**src/rtl/instruction_decode.sv**
```systemverilog
// Second pipeline stage: assembles 1-3 byte instructions from the fetch byte stream
// and presents one decoded instruction at a time over a DOR/ack handshake.
module instruction_decode #(
  parameter logic [7:0] NOP_OPCODE = 8'h00
) (
  input  logic        clk,
  input  logic        reset,
  input  logic        flush,
  input  logic        DIR,
  input  logic [7:0]  data_in,
  output logic        ack_from_ID,
  output logic        DOR,
  input  logic        ack_to_ID,
  output logic [7:0]  opcode_out,
  output logic [15:0] operand_out,
  output logic [1:0]  length_out,
  output logic        illegal_out
);

  typedef enum logic [1:0] {StFetchOp, StFetchB1, StFetchB2, StOutValid} state_e;

  state_e      state_q, state_d;
  logic        armed_q, armed_d;
  logic        ack_q, ack_d;
  logic [7:0]  opcode_q, opcode_d;
  logic [15:0] operand_q, operand_d;
  logic [1:0]  length_q, length_d;
  logic        illegal_q, illegal_d;
  logic [1:0]  extra_q, extra_d;
  logic        capture;

  // armed blocks a second capture while upstream still holds DIR after our ack
  assign capture = DIR && armed_q && (state_q != StOutValid) && !flush;

  always_ff @(posedge clk or negedge reset) begin
    if (!reset) begin
      state_q   <= StFetchOp;
      armed_q   <= 1'b1;
      ack_q     <= 1'b0;
      opcode_q  <= NOP_OPCODE;
      operand_q <= '0;
      length_q  <= '0;
      illegal_q <= 1'b0;
      extra_q   <= '0;
    end else begin
      state_q   <= state_d;
      armed_q   <= armed_d;
      ack_q     <= ack_d;
      opcode_q  <= opcode_d;
      operand_q <= operand_d;
      length_q  <= length_d;
      illegal_q <= illegal_d;
      extra_q   <= extra_d;
    end
  end

  always_comb begin
    state_d   = state_q;
    armed_d   = armed_q;
    ack_d     = 1'b0;
    opcode_d  = opcode_q;
    operand_d = operand_q;
    length_d  = length_q;
    illegal_d = illegal_q;
    extra_d   = extra_q;
    if (flush) begin
      state_d   = StFetchOp;
      opcode_d  = NOP_OPCODE;
      operand_d = '0;
      length_d  = '0;
      illegal_d = 1'b0;
    end else begin
      if (!DIR) armed_d = 1'b1;
      if (capture) begin
        armed_d = 1'b0;
        ack_d   = 1'b1;
        unique case (state_q)
          StFetchOp: begin
            opcode_d  = data_in;
            operand_d = '0;
            illegal_d = 1'b0;
            extra_d   = data_in[7:6];
            unique case (data_in[7:6])
              2'd0: begin
                length_d = 2'd1;
                state_d  = StOutValid;
              end
              2'd3: begin
                length_d  = 2'd0;
                illegal_d = 1'b1;
                state_d   = StOutValid;
              end
              default: begin
                length_d = 2'd0;
                state_d  = StFetchB1;
              end
            endcase
          end
          StFetchB1: begin
            operand_d[7:0] = data_in;
            if (extra_q == 2'd1) begin
              length_d = 2'd2;
              state_d  = StOutValid;
            end else begin
              state_d = StFetchB2;
            end
          end
          StFetchB2: begin
            operand_d[15:8] = data_in;
            length_d        = 2'd3;
            state_d         = StOutValid;
          end
          StOutValid: ;
        endcase
      end else if (state_q == StOutValid && ack_to_ID) begin
        state_d = StFetchOp;
      end
    end
  end

  always_comb begin
    DOR         = (state_q == StOutValid);
    ack_from_ID = ack_q;
    opcode_out  = opcode_q;
    operand_out = operand_q;
    length_out  = length_q;
    illegal_out = illegal_q;
  end

endmodule

```
**config.mk**
```make
export PLATFORM = sky130hd
export DESIGN_NAME = instruction_decode
export DESIGN_NICKNAME = d
export VERILOG_FILES = /design/src/rtl/instruction_decode.sv
export SDC_FILE = /design/constraint.sdc
export NUM_CORES = 1
export LEC_CHECK = 0
export CAP_MARGIN = 20
export CORE_MARGIN = 2
export CORE_UTILIZATION = 50
export CTS_CLUSTER_SIZE = 10
export DETAILED_ROUTE_END_ITERATION = 12
export GPL_ROUTABILITY_DRIVEN = 0
export GPL_TIMING_DRIVEN = 0
export PLACE_DENSITY = 0.9
export SLEW_MARGIN = 20
export SYNTH_ARGS = -nofsm -noshare
export SYNTH_HDL_FRONTEND = slang
export SYNTH_SLANG_ARGS = --single-unit
export TNS_END_PERCENT = 5
```
**constraint.sdc**
```tcl
create_clock -name clk -period 4.3 [get_ports clk]
set_input_delay 0.43 -clock clk [delete_from_list [all_inputs] [get_ports clk]]
set_output_delay 0.43 -clock clk [all_outputs]
set_load 0.1 [all_outputs]
```
Word-level counts from Yosys, hierarchy flattened
Index checks and enable logic that the tools add are counted.
{ "classes": {"eq_ne": 9, "muxes": 26, "bitwise": 1, "n_reduce_logical": 21} }
{ "op_table": {"columns": ["cell", "count"], "rows": [
  ["2-to-1 mux 16 bit", 2],
  ["case mux 8 bit (2 select lines)", 2],
  ["2-to-1 mux 8 bit", 3],
  ["2-to-1 mux 2 bit", 7],
  ["case mux 2 bit (3 select lines)", 2],
  ["2-to-1 mux 1 bit", 10],
  ["AND reduction 2 bit", 5],
  ["nonzero test 3 bit", 3],
  ["equality test 2 bit (second input constant)", 3],
  ["AND reduction 3 bit", 2],
  ["inequality test 5 x 2 -> 1 bit (second input constant)", 1],
  ["equality test 2 x 1 -> 1 bit (second input constant)", 2],
  ["logical AND 1 bit", 4],
  ["zero test 2 bit", 2],
  ["nonzero test 2 bit", 2],
  ["nonzero test 4 bit", 1],
  ["inequality test 3 bit (second input constant)", 1],
  ["inequality test 2 x 1 -> 1 bit (second input constant)", 1],
  ["inequality test 2 bit (second input constant)", 1],
  ["OR reduction 2 bit", 1],
  ["zero test 1 bit", 1],
  ["inverter 1 bit", 1]
]} }
{ "word_totals": {"regBits": 33, "in_bits": 13, "out_inout_bits": 29, "wordCells": 66} }

Longest topological paths before layout
{ "logic_depth": {"depth_word": 6, "mapped_depth": 7, "ltp_nobuf": 6} }

Worst setup path after synthesis
No wires, ideal clock.
{ "synth_timing": {"kind": "flip-flop to flip-flop", "start": "reg state_q[0]", "end": "reg extra_q[0]", "setup_time_ns": 0.127, "arrival_time_ns": 2.239, "required_time_ns": 4.173, "setup_slack_ns": 1.934, "stages_incl_launch_ff": 7, "path_buffers": 1, "period_less_slack_ns": 2.366, "cell_sequence": "dfrtp_1 -> ha_1 -> nand3b_4 -> nor2_1 -> and2_1 -> buf_6 -> mux2_1"} }
{ "synth_via": {"elab_chain_cells": 4, "word_cells_on_any_way": 5, "classes_between": "eq/ne (1); reduce/logical (4)"} }
{ "synth_rtl": {"columns": ["element", "line", "source"], "rows": [
  ["start, declared", "22", "state_e state_q, state_d;"],
  ["start signal, assigned", "37", "state_q <= StFetchOp;"],
  ["start signal, assigned", "46", "state_q <= state_d;"],
  ["inequality test 2 bit", "33", "assign capture = DIR && armed_q && (state_q != StOutValid) && !flush;"],
  ["logical AND 1 bit (2 in series)", "33", null],
  ["AND reduction 3 bit (no line) (*)", null, null],
  ["end signal, assigned", "53", "extra_q <= extra_d;"],
  ["end, declared", "29", "logic [1:0] extra_q, extra_d;"]
]} }
Every way passes the cells marked *; elsewhere a longest branch is shown, timed or not.
A chain may end at the register's enable or synchronous reset.

Worst setup path in the final report
{ "layout_timing": {"start": "reg state_q[1]", "end": "out DOR"} }
{ "layout_via": {"elab_chain_cells": 1} }
{ "layout_rtl": {"columns": ["element", "line", "source"], "rows": [
  ["equality test 2 bit", "122", "DOR = (state_q == StOutValid);"],
  ["end, declared", "12", "output logic DOR,"]
]} }
Every way passes these cells.

==> metrics.md <==
| Metric | Value |
|---|---|
| Register share of total power | 0.437 |
| Setup bufs post-CTS | 0 |
| Worst path arrival time | 2.14 ns |
| TritonCTS clock tree | built |
| Status | finished, violations left |
| Ant. Diodes | 0 |
| CTS buffer count | 5 |
| # H-tree levels | 2 |
| Switching Share | 0.326 |
| Fin. Hold Viols | 0 |
| CP max FO | 4 |
| Seq/Total Area, Yosys | 0.550 |
| Mapped Area | 0.00150 mm2 |
| Routed Wire Length | 3470 um |
| Avg Cell Area, Syn | 11.7 um2 |
| Cell internal pwr | 0.527 mW |
| DRC errors left | 2 |
| Rows | 19 |
| First-pass GRT wire length | 5580 um |
| Clock skew | 0.00726 ns |
| Failing checks | DRC |
| Critical path type | reg -> out |
| Synthesis-to-layout area growth | 35.2% |
| Initial DRC count | 76 |
| Post-DP HPWL | 2530 um |
| Actual slew at the worst max-slew pin | 0.991 ns |
| CTS clk-pin slew, worst paths | 0.10 ns |
| Final setup vio count | 0 |
| Clk buf depth | 2 |
| Layout cells sized above 1 | 0.124 |
| Max-slew violations | 0 |
| Core area | 0.00281 mm2 |
| Yosys warning total | 0 |
| Detail Route Antenna Nets | 0 |
| Vias in the first global route | 1,125 |
| Initial antenna violation count | 0 |
| Most frequent cells in the layout | 40 x clkdlybuf4s50_1, 32 x dfrtp_1, 17 x a22o_1 |
| Die Height | 58.8 um |
| Tot GR Track Use | 0.226 |
| Initial core utilization | 0.536 |
| Post-Route Setup TNS | 0 ns |
| Cell Pwr Density | 385 mW/mm2 |
| Max cap viols | 0 |
| Syn nets | 150 |
| Layout Nets | 198 |
| Lkg Pwr | 0.916 nW |
| P_sw | 0.255 mW |
| Worst Setup SP | state_q[1]$_DFFE_PN0P_ |
| Hold WS | 0.113 ns |
| Syn Inst Count | 129 |
| Worst min path class | in -> async |
| DR WL/cell | 16.6 um |
| Via count | 1,172 |
| Vias per std cell | 5.61 |
| Critical Path RT | 3.87 ns |
| Num Clock Sinks | 33 |
| Headroom to the max-slew limit | 0.338 |
| Setup repair after global routing missed its margin | no |
| Worst Setup Start Kind | flip-flop |
| Port Buffers | 41 |
| Gr ovfl total | 0 |
| Achievable Freq | 389 MHz |
| Min cycle time layout | 2.57 ns |
| Period Utilization, post-route | 0.599 |
| Root Driver | clkbuf_4 |
| Die W | 58.8 um |
| Maximum VDD drop | 0.227 mV |
| Worst setup EP type | primary output |
| CTS resizes | 0 |
| I/O pins | 42 |
| Hold_buf cts | 0 |
| Worst-skew pair later-pin latency | 0.34 ns |
| Proportion of power drawn by the clock network | 0.313 |
| Leading cell type in the layout, fill and taps excluded | clkdlybuf4s50_1 |
| Register bit count reported by yosys | 33 |
| Die ar. | 0.00346 mm2 |
| DR pass1 iterations | 8 |
| Netlist cell types | 28 |
| Worst reg2reg path startpoint | state_q[0]$_DFFE_PN0P_ |
| Combinational fraction of design power | 0.249 |
| Pin count of the biggest net entering global routing | 34 |
kinds of logic after synthesis:
logic type,synth area share
AO/OA/AOI/OAI,0.200
AND/OR/NAND/NOR,0.103
adder cells (fa/ha/maj),0.0666
multiplexers,0.0216
flip-flops,0.550
buffers and inverters,0.0591
worst max-delay path, cell delays in order (launching register included):
cell and delay (ns):
dfrtp_1 0.42, ha_1 0.23, clkdlybuf4s50_1 1.15
state kept, by name (all words and copies together) (netlist names):
name,flops
illegal_out,1
ack_from_ID,1
length_out,2
state_q,2
extra_q,2
armed_q,1
opcode_out,8
operand_out,16
area by class of cell:
cell class	instances	area, um2
multi-input cells	77	588
clock buffers	7	55.1
well taps	31	38.8
fillers	199	772
inverters	14	52.6
clock inverters	1	30.0
plain buffers	5	36.3
flip-flops and latches	33	827
repair buffers	41	405
cells in the mapped netlist, drive strengths merged:
library cell / count / area, um2
or4: 2 / 18.8
inv: 14 / 52.6
a21oi: 5 / 32.5
and3: 1 / 6.26
o31a: 2 / 17.5
dfrtp: 32 / 801
nor2: 3 / 13.8
nand3: 8 / 40.0
nand2: 5 / 18.8
o21ai: 13 / 65.1
mux2i: 1 / 10.0
nor2b: 3 / 18.8
o21bai: 1 / 11.3
and2: 1 / 6.26
dfstp: 1 / 26.3
o22ai: 2 / 25.0
mux2: 2 / 22.5
a22o: 17 / 149
clkbuf: 1 / 3.75
ha: 8 / 100
buf: 4 / 32.5
nand3b: 1 / 20.0
nand2b: 2 / 12.5
path summary, 6_finish.rpt:
kind / slack [ns] / endpoint / depth (start not counted)
min in group clk: 0.50 / extra_q[0]$_DFFE_PN0P_ / 1
max in group asynchronous: 3.72 / operand_out[15]$_DFFE_PN0P_ / 1
setup reg to reg: 2.34 / extra_q[0]$_DFFE_PN0P_ / 6
setup / recovery: 1.73 / DOR / 2
hold / removal: 0.11 / state_q[0]$_DFFE_PN0P_ / 1
hold reg to reg: 0.50 / extra_q[0]$_DFFE_PN0P_ / 1
stage by stage:
step                cell area (um2)  cells  power [mW]  worst slack [ns]  utilization
detailed placement             1950    201       0.543              2.10        0.694
global placement               1950    201       0.538              2.12        0.696
global route                   2030    209       0.812              1.63        0.725
CTS                            2030    209       0.787              1.70        0.725
floorplan                      1500    129       0.484              1.93            -
finish                         2030    209       0.783              1.73        0.725
layer usage:
| layer | vias to the layer above | wire length, um | global-route usage |
|---|---|---|---|
| li1 | 551 | - | - |
| met1 | 578 | 1380 | 0.284 |
| met2 | 35 | 1840 | 0.352 |
| met3 | 8 | 163 | 0.0418 |
| met4 | 0 | 84 | 0.153 |
| met5 | - | 0 | 0 |
power groups by stage:
| stage | Sequential, mW | Combinational, mW | Clock [mW] |
|---|---|---|---|
| 2_1_floorplan | 0.420 | 0.0633 | 0 |
| 3_3_place_gp | 0.347 | 0.191 | 0 |
| 3_5_place_dp | 0.348 | 0.195 | 0 |
| 4_1_cts | 0.342 | 0.196 | 0.248 |
| 5_1_grt | 0.345 | 0.206 | 0.260 |
| 6_report | 0.342 | 0.195 | 0.245 |
Power figures use the tool's default switching activity.
